==> src/rtl/poly_arith_pkg.sv <==
// Shared types for the polynomial arithmetic datapath: coefficients, RAM addresses,
// and the PE writeback entry layout.
package poly_arith_pkg;

    localparam int COEFF_W     = 12;
    localparam int POLY_ADDR_W = 8;
    localparam int PE_LATENCY  = 4;

    typedef logic [COEFF_W-1:0] coeff_t;

    typedef struct packed {
        coeff_t                 u;
        coeff_t                 v;
        logic [POLY_ADDR_W-1:0] u_addr;
        logic [POLY_ADDR_W-1:0] v_addr;
    } wb_entry_t;

    typedef enum logic {
        WB_SEL_U = 1'b0,
        WB_SEL_V = 1'b1
    } wb_sel_e;

endpackage

==> src/rtl/sync_fifo.sv <==
// Generic register FIFO with explicit occupancy counter and synchronous flush.
// Latency: a pushed word is visible at rdata the cycle after the push.
// Backpressure: push is accepted when not full or when a pop happens in the same cycle.
module sync_fifo #(
    parameter int DWIDTH = 8,
    parameter int DEPTH  = 8,
    localparam int PW    = $clog2(DEPTH),
    localparam int CW    = PW + 1
) (
    input  logic              clk,
    input  logic              rst,
    input  logic              clr,
    input  logic              push,
    input  logic              pop,
    input  logic [DWIDTH-1:0] wdata,
    output logic [DWIDTH-1:0] rdata,
    output logic [CW-1:0]     count,
    output logic              full,
    output logic              empty
);

    localparam logic [CW-1:0] FULL_CNT = CW'(DEPTH);

    logic [DWIDTH-1:0] mem [DEPTH];
    logic [PW-1:0]     wr_ptr;
    logic [PW-1:0]     rd_ptr;
    logic              push_ok;
    logic              pop_ok;

    assign full    = (count == FULL_CNT);
    assign empty   = (count == '0);
    assign pop_ok  = pop && !empty && !clr;
    // A pop frees the head slot in the same cycle, so a full FIFO can still take a push.
    assign push_ok = push && (!full || pop_ok) && !clr;
    assign rdata   = mem[rd_ptr];

    always_ff @(posedge clk or negedge rst) begin
        if (!rst) begin
            for (int i = 0; i < DEPTH; i++) begin
                mem[i] <= '0;
            end
        end else if (push_ok) begin
            mem[wr_ptr] <= wdata;
        end
    end

    always_ff @(posedge clk or negedge rst) begin
        if (!rst) begin
            wr_ptr <= '0;
            rd_ptr <= '0;
            count  <= '0;
        end else if (clr) begin
            wr_ptr <= '0;
            rd_ptr <= '0;
            count  <= '0;
        end else begin
            if (push_ok) begin
                wr_ptr <= wr_ptr + PW'(1);
            end
            if (pop_ok) begin
                rd_ptr <= rd_ptr + PW'(1);
            end
            case ({push_ok, pop_ok})
                2'b10:   count <= count + CW'(1);
                2'b01:   count <= count - CW'(1);
                default: count <= count;
            endcase
        end
    end

endmodule

==> src/rtl/pe_wb_buffer.sv <==
// PE1 writeback buffer: queues (u, v) result pairs and emits them as u-beat then v-beat.
// Latency: pair pushed in cycle N presents its u beat in cycle N+1 when the buffer was empty.
// Backpressure: wr_ready_i stalls beats; afull_o warns the issuer, pushes into a full buffer set overflow_o.
module pe_wb_buffer
    import poly_arith_pkg::*;
#(
    parameter int DEPTH        = 8,
    parameter int ADDR_W       = POLY_ADDR_W,
    parameter int AFULL_MARGIN = PE_LATENCY,
    localparam int CW          = $clog2(DEPTH) + 1
) (
    input  logic              clk,
    input  logic              rst,
    input  logic              clr_i,
    input  logic              valid_i,
    input  coeff_t            u_i,
    input  coeff_t            v_i,
    input  logic [ADDR_W-1:0] u_addr_i,
    input  logic [ADDR_W-1:0] v_addr_i,
    output logic              wr_valid_o,
    input  logic              wr_ready_i,
    output logic [ADDR_W-1:0] wr_addr_o,
    output coeff_t            wr_data_o,
    output logic [CW-1:0]     count_o,
    output logic              empty_o,
    output logic              afull_o,
    output logic              overflow_o
);

    // Same layout as wb_entry_t, but following the ADDR_W parameter.
    typedef struct packed {
        coeff_t            u;
        coeff_t            v;
        logic [ADDR_W-1:0] u_addr;
        logic [ADDR_W-1:0] v_addr;
    } entry_t;

    localparam int            EW        = $bits(entry_t);
    localparam logic [CW-1:0] AFULL_CNT = CW'(DEPTH - AFULL_MARGIN);

    entry_t          push_entry;
    entry_t          head;
    logic [EW-1:0]   head_dat;
    logic            fifo_full;
    logic            fifo_empty;
    logic            beat_fire;
    logic            pop;
    logic            drop;
    logic            overflow_q;
    wb_sel_e         sel_q;
    wb_sel_e         sel_d;

    assign push_entry = '{u: u_i, v: v_i, u_addr: u_addr_i, v_addr: v_addr_i};
    assign head       = entry_t'(head_dat);

    sync_fifo #(
        .DWIDTH (EW),
        .DEPTH  (DEPTH)
    ) u_fifo (
        .clk   (clk),
        .rst   (rst),
        .clr   (clr_i),
        .push  (valid_i),
        .pop   (pop),
        .wdata (push_entry),
        .rdata (head_dat),
        .count (count_o),
        .full  (fifo_full),
        .empty (fifo_empty)
    );

    assign wr_valid_o = !fifo_empty;
    assign beat_fire  = wr_valid_o && wr_ready_i;
    // The head entry retires only once its second (v) beat is accepted.
    assign pop        = beat_fire && (sel_q == WB_SEL_V);
    assign drop       = valid_i && fifo_full && !pop && !clr_i;

    always_ff @(posedge clk or negedge rst) begin
        if (!rst) begin
            sel_q <= WB_SEL_U;
        end else begin
            sel_q <= sel_d;
        end
    end

    always_comb begin
        sel_d     = sel_q;
        wr_addr_o = head.u_addr;
        wr_data_o = head.u;
        if (sel_q == WB_SEL_V) begin
            wr_addr_o = head.v_addr;
            wr_data_o = head.v;
        end
        if (clr_i) begin
            sel_d = WB_SEL_U;
        end else if (beat_fire) begin
            sel_d = (sel_q == WB_SEL_U) ? WB_SEL_V : WB_SEL_U;
        end
    end

    always_ff @(posedge clk or negedge rst) begin
        if (!rst) begin
            overflow_q <= 1'b0;
        end else if (clr_i) begin
            overflow_q <= 1'b0;
        end else if (drop) begin
            overflow_q <= 1'b1;
        end
    end

    assign overflow_o = overflow_q;
    assign empty_o    = fifo_empty;
    assign afull_o    = (count_o >= AFULL_CNT);

endmodule
==> config.mk <==
export PLATFORM = sky130hd
export DESIGN_NAME = pe_wb_buffer
export DESIGN_NICKNAME = d
export VERILOG_FILES = /design/src/rtl/poly_arith_pkg.sv /design/src/rtl/sync_fifo.sv /design/src/rtl/pe_wb_buffer.sv
export SDC_FILE = /design/constraint.sdc
export NUM_CORES = 1
export LEC_CHECK = 0
export ABC_AREA = 0
export BUFFER_PORTS_ARGS = -buffer_cell sky130_fd_sc_hd__buf_2
export CORE_MARGIN = 4
export CORE_UTILIZATION = 50
export DETAILED_ROUTE_END_ITERATION = 8
export PLACE_DENSITY = 0.67
export REMOVE_ABC_BUFFERS = 1
export SETUP_SLACK_MARGIN = 0.3
export SYNTH_ARGS = -nofsm -noshare
export SYNTH_HDL_FRONTEND = slang
export SYNTH_SLANG_ARGS = --single-unit
==> constraint.sdc <==
create_clock -name clk -period 3 [get_ports clk]
set_input_delay 0.6 -clock clk [delete_from_list [all_inputs] [get_ports clk]]
set_output_delay 0.6 -clock clk [all_outputs]
set_load 0.1 [all_outputs]
== Word level (Yosys, flattened, before mapping) ==
Cells that the tools add are included.

* $add $sub $neg: 4
* Order comparisons: 4
* Equality and inequality tests: 3
* Muxes and demuxes: 19
* Bitwise gates (word level): 2
* Reductions and logical operators: 21

{| class="wikitable"
|+ Operator list
! operator !! count
|-
| 320-bit bitwise mux || 1
|-
| 40-bit binary-select mux with 3-bit select || 1
|-
| 40-bit demux with 3-bit select || 1
|-
| 40-bit two-way mux || 3
|-
| 12-bit two-way mux || 1
|-
| 3-bit two-way mux || 4
|-
| 1-bit logical AND || 10
|-
| 4-bit >= comparator (second input constant) || 2
|-
| 8-bit two-way mux || 1
|-
| 3-bit NOT with 4-bit output || 2
|-
| 4-bit one-hot mux with 2 select lines || 1
|-
| 2-bit nonzero test || 4
|-
| 3-bit by 1-bit adder with 3-bit output (second input constant) || 2
|-
| 1-bit two-way mux || 5
|-
| 4-bit by 1-bit adder with 4-bit output (second input constant) || 1
|-
| 4-bit == test (second input constant) || 1
|-
| 4-bit by 3-bit >= comparator with 1-bit output (second input constant) || 1
|-
| 1-bit zero test || 4
|-
| 4-bit zero test || 1
|-
| 4-bit by 1-bit < comparator with 1-bit output (second input constant) || 1
|-
| 4-bit two-way mux || 1
|-
| 4-bit by 1-bit subtractor with 4-bit output (second input constant) || 1
|-
| 3-bit nonzero test || 1
|-
| 2-bit by 1-bit == test with 1-bit output (second input constant) || 1
|-
| other kinds (2) || 2
|}

* Bits in registers: 332

== Depth between registers and ports, before layout ==
Gate-level depths: netlist (run 1).

* Word-level depth: 12
* Gate-level depth with buffers: 9

== Modules after synthesis ==
Synthesis (run 1) repeated with hierarchy kept, for this count alone.

* Cell total of the unflattened synthesis: 921
* Area total of the unflattened synthesis: 15198.3 µm²

{| class="wikitable"
|+ Modules (own cells, without submodules)
! module !! instances !! cells each !! area an instance (µm²) !! sequential area each (µm²)
|-
| sync_fifo || 1 || 888 || 14845.5 || 8257.9
|-
| pe_wb_buffer || 1 || 33 || 352.8 || 50.0
|}

== Least setup slack after synthesis (run 1) ==
OpenSTA, ideal clock, no wires.

* Path kind: register -> register
* Start: register u_fifo.count[1]
* End: register u_fifo.count[3]
* Setup time: 0.125 ns
* Data arrival time: 3.162 ns
* Data required time: 2.875 ns
* Path slack: -0.286 ns
* Stages on the path, launching flop included: 10
* Buffers on the path: 2
* Period minus slack after synthesis: 3.286 ns
* Cells stage by stage: dfrtp_1 buf_6 or4_1 buf_2 and2_1 ha_1 a31o_2 a21oi_1 a221oi_1 mux2_2

* Cells in the longest elaborated chain, start to end: 12
* Elaborated cells between the ends (all ways): 18
* Those cells by class: add/sub: 2; eq/ne: 3; mux: 2; reduce/logical: 11

{| class="wikitable"
|+ RTL lines
! what !! line !! text
|-
| start, declared || sync_fifo.sv:17 || <nowiki>output logic [CW-1:0] count,</nowiki>
|-
| start signal, assigned || sync_fifo.sv:64 || <nowiki>2'b10: count <= count + CW'(1);</nowiki>
|-
| start signal, assigned || sync_fifo.sv:65 || <nowiki>2'b01: count <= count - CW'(1);</nowiki>
|-
| start signal, assigned || sync_fifo.sv:66 || <nowiki>default: count <= count;</nowiki>
|-
| 4-bit zero test * || sync_fifo.sv:31 || <nowiki>assign empty = (count == '0);</nowiki>
|-
| 1-bit zero test * || pe_wb_buffer.sv:72 || <nowiki>assign wr_valid_o = !fifo_empty;</nowiki>
|-
| named net wr_valid_o || pe_wb_buffer.sv:20 || <nowiki>output logic wr_valid_o,</nowiki>
|-
| 1-bit logical AND || pe_wb_buffer.sv:73 || <nowiki>assign beat_fire = wr_valid_o && wr_ready_i;</nowiki>
|-
| 1-bit logical AND || pe_wb_buffer.sv:75 || <nowiki>assign pop = beat_fire && (sel_q == WB_SEL_V);</nowiki>
|-
| 1-bit logical AND * (2 in series) || sync_fifo.sv:32 || <nowiki>assign pop_ok = pop && !empty && !clr;</nowiki>
|-
| 1-bit logical OR || sync_fifo.sv:34 || <nowiki>assign push_ok = push && (!full || pop_ok) && !clr;</nowiki>
|-
| 1-bit logical AND (2 in series) || sync_fifo.sv:34 ||
|-
| 2-bit by 1-bit == test with 1-bit output / 2-bit == test (equally long branches) || sync_fifo.sv:63 || <nowiki>case ({push_ok, pop_ok})</nowiki>
|-
| 4-bit one-hot mux with 2 select lines || sync_fifo.sv:63 ||
|-
| 4-bit two-way mux || sync_fifo.sv:52 || <nowiki>end else if (clr) begin</nowiki>
|}

Mark *: on every way through the listed nets, which the timed path passes. The rest lies on a longest branch.
A chain may end at the register's enable or synchronous reset.

== Worst setup path after layout (run 1) ==
* Start: register u_fifo.rd_ptr[0]
* End: output port wr_data_o[1]

* Cells in the longest elaborated chain, start to end: 5

{| class="wikitable"
|+ RTL lines
! what !! line !! text
|-
| start, declared || sync_fifo.sv:26 || <nowiki>logic [PW-1:0] rd_ptr;</nowiki>
|-
| start signal, assigned || sync_fifo.sv:61 || <nowiki>rd_ptr <= rd_ptr + PW'(1);</nowiki>
|-
| 3-bit NOT with 4-bit output (implied by the code) || sync_fifo.sv:35 || <nowiki>assign rdata = mem[rd_ptr];</nowiki>
|-
| 40-bit binary-select mux with 3-bit select || sync_fifo.sv:35 ||
|-
| 40-bit two-way mux (implied by the code) (2 in series) || sync_fifo.sv:35 ||
|-
| 12-bit two-way mux || pe_wb_buffer.sv:90 || <nowiki>if (sel_q == WB_SEL_V) begin</nowiki>
|-
| end, declared || pe_wb_buffer.sv:23 || <nowiki>output coeff_t wr_data_o,</nowiki>
|}

Every way passes these cells. The select of a mux whose other input is x is not followed.

==> results.tsv, run 1 <==
metric	value	unit
htree depth	2	
largest family of logic cells by synthesized area	multiplexers	
Routability Congestion	0.745	
Synthesis Warnings	0	
#FFs+latches synth	332	
post-DP HPWL	18.8	mm
Vias	8302	
Clk Tree Root Cell	clkbuf_16	
largest net degree at the start of global routing	85	
Synth cell types	44	
fill count	2298	
Routed WL	33.7	mm
Final Cycle Share	107	%
post-synthesis compound-gate area fraction	0.861	%
Max Cap Viol	0	
WP data arrival	2.60	ns
1st-iter DRT viols	498	
# rows	64	
Tot Pwr	13.4	mW
clock sink total	332	
Clock Path Buffers	3	
Slew headroom	63.7	%
status	complete, but fails checks	
RSZ-0062 raised after global routing	yes	
Hold Violations, Final	0	
placed cells	1332	
CTS tree	done	
drt first pass iters	4	
crit-path max FO	5	
Remaining DRCs	0	
Post-Synth Simple-Gate Area	1.79	%
antenna-violating nets left	0	
P&R area growth vs syn	19.1	%
final setup violation count	20	
vias in the first global route	9004	
# hold bufs at CTS	0	
Crit path required time	2.40	ns
die height	185	µm
multiplexer share of the synthesized area	41.3	%
FFs w/ async S/R, synth	100	%
Layout Skew	0.00839	ns
multi-input logic area	7030	µm²
clock latency on the worst-skew pair	0.51	ns
mapped cell area	15700	µm²
first-pass GRT wire length	53.9	mm
xor/xnor share of the synthesized area	0.335	%
pre-CTS setup slack	0.258	ns
Max VDD drop	0.499	mV
Post-synth EDFFs	0	
FF+latch area	8320	µm²
DR WL/cell	23.7	µm
share of layout cells above drive strength 1	60.0	%
Hold WC Path Type	input pin to asynchronous set/reset pin	
Critical Path Sink Type	primary output	
Seq/Total Area, Yosys	52.9	%
Crit-path slowest cell	dfrtp_4	
slowest stage delay, CP	0.52	ns
Post-Synth Adder-Cell Area	0.319	%
Syn Inst Count	887	
most common cell after layout, fill and taps aside	dfrtp_1	
Starting Density	51.1	%
Die ar.	34300	µm²
most frequent cells in the layout	dfrtp_1 (328), mux2_4 (160), mux2_2 (148), mux4_2 (100), buf_2 (50)	
dominant synthesized flop cell	dfrtp_1	
Tot GR Track Use	20.2	%
Core ar.	30700	µm²
antenna violations before repair	3	
Power Dens Cells	715	nW/µm²
worst slew pin tran	0.543	ns
non-filler cells, final	1421	
failing checks	negative setup slack	
CP Launch Type	flip-flop	
antenna cells	0	
synthesized area per cell	17.7	µm²
f_max	312	MHz
fin worst setup slack	-0.201	ns
I/O Pins	73	
width of the die	185	µm
Final Util	60.8	%
# nets final	1046	
grt ovf	0	
count of input and output buffers	72	
critical path class	flip-flop to primary output	
P_leak	8.41	nW
minimum clock period	3.20	ns
via density per instance	5.84	
Num CTS Buffers	37	
clock-pin slew on the worst setup and hold paths	0.06	ns
Slew Viols, Final	0	
worst path cell trace	buf_6 > buf_12 > buf_16 > mux4_2 > mux4_2 > buf_12	
==> repair_timing <==
item                                    in CTS  in global routing
buffers inserted                             7                  3
cloned                                       7                  5
endpoints found under the setup margin      21                 21
resized for setup                           67                 11
==> layout make-up <==
type / instances / area share [%]
clock inverters: 11 / 1.00
inverters: 2 / 0.0401
well taps: 396 / 2.65
repair buffers: 132 / 8.36
multi-input cells: 492 / 37.6
flip-flops and latches: 332 / 44.5
clock buffers: 56 / 5.88
==> synth_stat cells (all sizes together), types with 2 or more instances <==
master    n  share of area (%)
clkbuf   15               0.36
nor4b     2               0.21
mux4    100                 14
nor3      6               0.41
buf      46                2.1
inv       2              0.048
xor2      5               0.28
nand2     5               0.12
a21oi     4               0.13
o21ai     4               0.20
mux2    321                 27
ha        4               0.32
and2      2              0.080
dfrtp   332                 53
nor2     13               0.31
o211ai    3               0.18
nand3     5               0.16
==> critical path, delay by kind of cell (launching register included) <==
kind	cells	cell delay, ns
multiplexers	2	0.94
buffers and inverters	4	0.62
flip-flops	1	0.52
==> power by group <==
part,switching [mW],total [mW],internal [mW]
clock,1.79,4.75,2.97
combinational,1.44,3.00,1.56
sequential,0.409,5.62,5.21
total,3.64,13.4,9.73
==> logic make-up (layout without fill, tap and decap cells) <==
| family | count (synthesis) | count (layout) |
|---|---|---|
| adders and majority gates | 4 | 4 |
| xor gates and xnor gates | 6 | 6 |
| muxes | 422 | 422 |
| AOI/OAI and AO/OA | 18 | 18 |
| buffers and inverters | 63 | 201 |
| and+or+nand+nor | 42 | 42 |
| DFF | 332 | 332 |
==> final timing paths <==
path	startpoint	to	slack [ns]	cells after the start
max reg2reg	u_fifo.count[2]	u_fifo.count[3]	0.48	7
min	rst	u_fifo.mem[88]	0.02	1
max	u_fifo.rd_ptr[0]	wr_data_o[1]	-0.20	6
min in group clk	u_addr_i[3]	u_fifo.mem[11]	0.42	2
min reg2reg	u_fifo.mem[6]	u_fifo.mem[6]	0.49	1
max in group asynchronous	rst	u_fifo.mem[262]	2.08	3
==> stage by stage <==
step                      cell area (µm²)  hold WS, ns  setup TNS [ns]
final                               18700       0.0198           -3.09
after global routing                18700       0.0376           -4.39
after CTS                           18500       0.0211           -3.30
after detailed placement            16700        0.474               0
after global placement              16700        0.464               0
after floorplan                     15300        0.304         -327.49
==> routing by layer <==
metal / vias to the layer above / track usage, % / part of all wire [%]
met1: 4526 / 29.9 / 46
met3: 43 / 3.50 / 3.6
met5: - / 0 / 0.083
li1: 3590 / - / -
met4: 6 / 3.96 / 1.4
met2: 137 / 32.1 / 49
==> sequential cells by signal (all words and copies together) (netlist names) <==
signal         count
u_fifo.mem       320
u_fifo.count       4
u_fifo.rd_ptr      3
u_fifo.wr_ptr      3
overflow_o         1
sel_q              1
Note: power is estimated with default switching activity, not from simulation.
==> inputs of run 2 (changes only) <==
--- a/config.mk
+++ b/config.mk
@@ -12,2 +12,3 @@
 export DETAILED_ROUTE_END_ITERATION = 8
+export HOLD_SLACK_MARGIN = 0.03
 export PLACE_DENSITY = 0.67
@@ -17,2 +18,3 @@
 export SYNTH_HDL_FRONTEND = slang
+export SYNTH_HIERARCHICAL = 1
 export SYNTH_SLANG_ARGS = --single-unit
==> constraint.sdc (replaced) <==
create_clock -name clk -period 3 [get_ports clk]
set_input_delay 0.3 -clock clk [delete_from_list [all_inputs] [get_ports clk]]
set_output_delay 0.3 -clock clk [all_outputs]
set_load 0.1 [all_outputs]
==> results.tsv, run 2 <==
metric	value	unit	change
Max VDD drop	0.849	mV	was 0.499 mV
CP Launch Type	flip-flop		unchanged
Slew headroom	52.6	%	was 63.7%
Final Cycle Share	97.1	%	was 107%
dominant synthesized flop cell	dfrtp_1		unchanged
Num CTS Buffers	36		was 37
synthesized area per cell	16.5	µm²	was 17.7 µm²
top-count cell post-synth	mux2_2		was dfrtp_1
via density per instance	5.80		was 5.84
post-DP HPWL	18.0	mm	was 18.8 mm
I/O Pins	73		unchanged
WL met3	935	µm	was 1.20 mm
antenna violations before repair	1		was 3
post-synth top area share	54.7	%	was 52.9%
Power Dens Cells	813	nW/µm²	was 715 nW/µm²
P_leak	8.36	nW	was 8.41 nW
Core ar.	29800	µm²	was 30700 µm²
worst path cell trace	buf_12 > buf_12 > clkbuf_16 > mux4_2 > mux2_2 > mux2_4 > buf_12		was buf_6 > buf_12 > buf_16 > mux4_2 > mux4_2 > buf_12
antenna-violating nets left	0		unchanged
count of input and output buffers	72		unchanged
Routed WL	32.6	mm	was 33.7 mm
placed cells	1356		was 1332
Crit path required time	2.70	ns	was 2.40 ns
first-pass GRT wire length	52.2	mm	was 53.9 mm
fill count	2264		was 2298
Critical Path Sink Type	primary output		unchanged
clock sink total	332		unchanged
clock-pin slew on the worst setup and hold paths	0.06	ns	about the same
# nets final	1069		was 1046
largest register by flop count	u_fifo/mem		was u_fifo.mem
Clock Path Buffers	3		unchanged
mapped cell area	15200	µm²	was 15700 µm²
DR WL/cell	22.7	µm	was 23.7 µm
# rows	63		was 64
Max Cap Viol	0		unchanged
worst slew pin tran	0.710	ns	was 0.543 ns
Crit path buffers/inverters	4		unchanged
htree depth	2		unchanged
Synthesis Warnings	6		was 0
critical path class	flip-flop to primary output		unchanged
Top Registers	u_fifo/mem x320, u_fifo/count x4		was u_fifo.mem x320, u_fifo.count x4
FFs w/ async S/R, synth	100	%	unchanged
vias in the first global route	9053		was 9004
Tot Pwr	14.8	mW	was 13.4 mW
die height	182	µm	was 185 µm
Hold Violations, Final	0		unchanged
Crit-path slowest cell	dfrtp_4		unchanged
f_max	343	MHz	was 312 MHz
Layout Skew	0.0118	ns	was 0.00839 ns
share of layout cells above drive strength 1	61.2	%	was 60.0%
crit-path max FO	5		unchanged
RSZ-0062 raised after global routing	yes		unchanged
Post-synth EDFFs	0		unchanged
largest net degree at the start of global routing	88		was 85
Hold Slack	0.117	ns	was 0.0198 ns
CP delay by family, top	multiplexers		unchanged
Routability Congestion	0.705		was 0.745
Yosys top cell by area	dfrtp_1		unchanged
final setup violation count	0		was 20
grt ovf	0		unchanged
synth top area cells	dfrtp_1 (55%), mux2_2 (27%), mux4_2 (12%)		was dfrtp_1 (53%), mux2_4 (15%), mux4_2 (14%)
most frequent cells in the layout	mux2_2 (345), dfrtp_1 (328), mux4_2 (80), buf_2 (51), clkbuf_16 (42)		was dfrtp_1 (328), mux2_4 (160), mux2_2 (148), mux4_2 (100), buf_2 (50)
Slew Viols, Final	0		unchanged
max FFs per register	320		unchanged
Post-synth top cells	mux2_2 (369), dfrtp_1 (332), mux4_2 (80)		was dfrtp_1 (332), mux2_4 (160), mux2_2 (148)
crit-path most repeated cell	buf_12		
Synth cell types	37		was 44
non-filler cells, final	1436		was 1421
most common cell after layout, fill and taps aside	mux2_2		was dfrtp_1
Starting Density	51.0	%	was 51.1%
CTS tree	done		unchanged
setup TNS	0	ns	was -3.09 ns
Remaining DRCs	0		unchanged
Syn Inst Count	921		was 887
Clk Tree Root Cell	clkbuf_16		unchanged
antenna cells	0		unchanged
clock latency on the worst-skew pair	0.51	ns	about the same
P&R area growth vs syn	19.7	%	was 19.1%
minimum clock period	2.91	ns	was 3.20 ns
width of the die	182	µm	was 185 µm
Hold WC Path Type	input pin to flip-flop		was input pin to asynchronous set/reset pin
slowest stage delay, CP	0.50	ns	was 0.52 ns
max layer used	met5		unchanged
Die ar.	33200	µm²	was 34300 µm²
1st-iter DRT viols	301		was 498
WL met2	16.2	mm	was 16.4 mm
WP data arrival	2.61	ns	was 2.60 ns
Seq/Total Area, Yosys	54.7	%	was 52.9%
status	completed		was complete, but fails checks
drt first pass iters	4		unchanged
#FFs+latches synth	332		unchanged
Tot GR Track Use	19.9	%	was 20.2%
Met1 Routed Length	15.0	mm	was 15.6 mm
Vias	8329		was 8302
==> run 2: cell types whose count changed after synthesis, moves of 4 or more <==
cell,before,now
inv_1,1,7
mux2_2,148,369
mux4_2,100,80
xnor2_1,1,5
mux2_4,160,0
buf_4,0,13
buf_6,17,2
==> run 2: worst register-to-register path, stage by stage, from the launching register on <==
cell	delay (ns)
dfrtp_1	0.47
nor4_2	0.07
and3b_1	0.35
o211ai_2	0.13
or2b_2	0.41
nor3b_4	0.29
buf_4	0.34
mux2_2	0.39
==> run 2: cells by family after synthesis <==
family	share of synthesized area (%)
buffers and inverters	2.31
adders and majority gates	0.461
muxes	40.2
xor gates and xnor gates	0.403
and+or+nand+nor	1.38
AOI/OAI and AO/OA	0.560
DFF	54.7
==> run 2: routing by layer <==
layer  GRT usage, %  vias up
li1               -     3647
met2           33.4       90
met1           27.9     4556
met4           3.81        2
met3           3.15       34
met5              0        -
==> run 2: cell type report <==
type	count	area [µm²]	area share, %
Clock buffer	53	1050	5.76
Clock inverter	12	121	0.667
Inverter	7	26.3	0.144
Multi-Input combinational cell	522	6690	36.7
Sequential cell	332	8320	45.7
Tap cell	390	488	2.68
Timing Repair Buffer	120	1510	8.29
==> run 2: worst paths after layout <==
kind	start	to	slack [ns]	depth (start not counted)
max	u_fifo/rd_ptr[0]	wr_data_o[0]	0.09	7
min	u_i[10]	u_fifo/mem[78]	0.12	2
max reg2reg	u_fifo/count[3]	u_fifo/mem[140]	0.44	7
min reg2reg	u_fifo/mem[44]	u_fifo/mem[44]	0.48	1
max in group asynchronous	rst	u_fifo/mem[67]	1.72	3
min in group asynchronous	rst	u_fifo/mem[30]	0.39	2
==> run 2: where the power goes <==
part | internal, mW | switching [mW] | total (mW) | leakage, nW
Combinational | 2.23 | 2.35 | 4.58 | 3.40
Sequential | 5.41 | 0.449 | 5.86 | 4.39
Clock | 2.60 | 1.75 | 4.35 | 0.580
Total | 10.2 | 4.55 | 14.8 | 8.36
==> run 2: repair_timing <==
item                       in CTS  in global routing
setup endpoints to repair      21                 21
hold buffers                    1                  0
hold endpoints to repair       80                  0
cloned                          6                  4
pin swaps                       0                  0
setup buffers                   4                  0
resized for setup              68                 42
==> run 2: metrics by stage <==
stage          setup WS [ns]  cell area (µm²)  utilization (%)
5_1_grt               0.0263            18200             61.1
3_3_place_gp           0.357            16300             54.6
4_1_cts               0.0652            17900             60.1
2_1_floorplan          -3.31            14900                -
6_report              0.0856            18200             61.1
3_5_place_dp           0.287            16300             54.6
==> inputs of run 3 (changes only) <==
==> constraint.sdc (replaced) <==
create_clock -name clk -period 3.5 [get_ports clk]
set_input_delay 0.175 -clock clk [delete_from_list [all_inputs] [get_ports clk]]
set_output_delay 0.175 -clock clk [all_outputs]
set_load 0.1 [all_outputs]
==> results.tsv, run 3 (synthesized netlist as in run 2, its figures left out) <==
metric	value	unit	change
status	completed		unchanged
count of input and output buffers	72		unchanged
critical path class	flip-flop to primary output		unchanged
Remaining DRCs	0		unchanged
CTS tree	done		unchanged
Max Cap Viol	0		unchanged
CP Launch Type	flip-flop		unchanged
Tot GR Track Use	19.7	%	was 19.9%
f_max	325	MHz	
Routability Congestion	0.704		was 0.705
Clk pwr share	32.0	%	was 29.4%
htree depth	2		unchanged
crit-path most repeated cell	mux2_2		was buf_12
Clk Tree Root Cell	clkbuf_16		unchanged
largest register by flop count	u_fifo/mem		unchanged
WP data arrival	2.90	ns	was 2.61 ns
drt first pass iters	4		unchanged
max FFs per register	320		unchanged
non-filler cells, final	1469		was 1436
Slew headroom	53.4	%	was 52.6%
Clock Path Buffers	3		unchanged
Hold WC Path Type	input pin to flip-flop		unchanged
Slew Viols, Final	0		unchanged
placed instance area	16100	µm²	was 16300 µm²
fill count	2297		was 2264
Internal Power	8.44	mW	was 10.2 mW
sw frac	30.9	%	was 30.8%
RSZ-0062 raised after global routing	no		was yes
worst path cell trace	buf_4 > mux4_2 > mux2_2 > mux2_2 > buf_2		was buf_12 > buf_12 > clkbuf_16 > mux4_2 > mux2_2 > mux2_4 > buf_12
Critical Path Sink Type	primary output		unchanged
via density per instance	5.69		was 5.80
post-route cell area	17900	µm²	was 18200 µm²
vias in the first global route	9108		was 9053
worst slew pin tran	0.699	ns	was 0.710 ns
grt ovf	0		unchanged
Tot Pwr	12.2	mW	was 14.8 mW
Routed WL	31.9	mm	was 32.6 mm
slowest stage delay, CP	0.75	ns	was 0.50 ns
Crit-path slowest cell	dfrtp_4		unchanged
Final Util	59.9	%	was 61.1%
Core ar.	29800	µm²	unchanged
P_leak	8.22	nW	was 8.36 nW
# nets final	1100		was 1069
die height	182	µm	unchanged
Num CTS Buffers	37		was 36
largest net degree at the start of global routing	88		unchanged
post-DP HPWL	18.4	mm	was 18.0 mm
Starting Density	51.0	%	unchanged
DR WL/cell	21.7	µm	was 22.7 µm
Crit path required time	3.32	ns	was 2.70 ns
1st-iter DRT viols	377		was 301
Sw Pwr	3.77	mW	was 4.55 mW
# rows	63		unchanged
antenna violations before repair	1		unchanged
most frequent cells in the layout	mux2_2 (369), dfrtp_1 (329), mux4_2 (80), buf_2 (71), dlygate4sd3_1 (44)		was mux2_2 (345), dfrtp_1 (328), mux4_2 (80), buf_2 (51), clkbuf_16 (42)
width of the die	182	µm	unchanged
Layout Skew	0.00710	ns	was 0.0118 ns
final setup violation count	0		unchanged
antenna-violating nets left	0		unchanged
sequential share of power	41.3	%	was 39.6%
Combinational Power Share	26.7	%	was 30.9%
Power Dens Cells	684	nW/µm²	was 813 nW/µm²
Vias	8363		was 8329
Final Cycle Share	87.8	%	
placed cells	1352		was 1356
Die ar.	33200	µm²	unchanged
Hold Violations, Final	0		unchanged
clock latency on the worst-skew pair	0.51	ns	about the same
first-pass GRT wire length	51.9	mm	was 52.2 mm
most common cell after layout, fill and taps aside	mux2_2		unchanged
Top Registers	u_fifo/mem x320, u_fifo/count x4		unchanged
share of layout cells above drive strength 1	58.3	%	was 61.2%
Max VDD drop	0.477	mV	was 0.849 mV
clock sink total	332		unchanged
P&R area growth vs syn	17.5	%	was 19.7%
I/O Pins	73		unchanged
minimum clock period	3.07	ns	
crit-path max FO	29		was 5
clock-pin slew on the worst setup and hold paths	0.06	ns	about the same
## run 3: changes by cell type in the layout (fill, tap and decap cells not counted), sizes merged
| cell | previous run | this run |
|---|---|---|
| buf | 115 | 106 |
| clkinv | 10 | 4 |
| diode | 0 | 1 |
| clkbuf | 57 | 61 |
| bufinv | 2 | 1 |
| inv | 7 | 8 |
| dlygate4sd3 | 1 | 44 |
## run 3: worst max-delay path, delay by kind of cell (launching register included)
kind | cells | cell delay, ns
mux | 3 | 0.91
buf+inv | 2 | 0.70
flops | 1 | 0.75
## run 3: layout make-up
class | instances | area, µm² | share of cell area (%)
antenna | 1 | 2.50 | 0.0140
clock buffer | 61 | 1200 | 6.71
clock inverter | 6 | 58.8 | 0.329
inverter | 7 | 26.3 | 0.147
multi-input combinational | 522 | 6570 | 36.8
sequential | 332 | 8320 | 46.6
tap | 390 | 488 | 2.73
timing repair buffer | 150 | 1190 | 6.64
## run 3: final timing paths
kind                                       start               to  slack [ns]  cells after the start
worst max-delay path            u_fifo/rd_ptr[1]     wr_data_o[2]        0.43                      5
worst min-delay path                  wr_ready_i            sel_q        0.10                      4
worst min register to register    u_fifo/mem[43]   u_fifo/mem[43]        0.48                      1
max in group asynchronous                    rst  u_fifo/mem[308]        2.20                      3
worst max register to register   u_fifo/count[0]  u_fifo/count[3]        0.64                      9
min in group asynchronous                    rst  u_fifo/mem[234]        0.26                      2
## run 3: power groups by stage
stage               combinational [mW]  clock [mW]  sequential (mW)
floorplan                         2.56           0             5.08
global placement                  3.19           0             5.08
detailed placement                3.24           0             5.12
CTS                               3.29        4.02             5.05
global route                      3.47        4.20             5.14
finish                            3.26        3.91             5.04
## run 3: repair_timing
item,CTS,global route
buffers inserted,0,5
endpoints found under the hold margin,406,0
hold buffers,44,0
gates resized for setup,0,1
endpoints found under the setup margin,0,14
## run 3: per-stage QoR
stage	worst slack [ns]	hold WS (ns)	setup TNS (ns)
2_1_floorplan	-2.81	-0.121	-826.72
3_3_place_gp	0.727	0.236	0
3_5_place_dp	0.619	0.233	0
4_1_cts	0.329	0.0809	0
5_1_grt	0.305	0.122	0
6_report	0.426	0.101	0
## run 3: metal layers
layer  routed length [µm]  global-route usage [%]
met5                    0                       0
met4                  383                    3.99
met3                 1110                    3.35
met2                15700                    32.7
met1                14700                    28.0
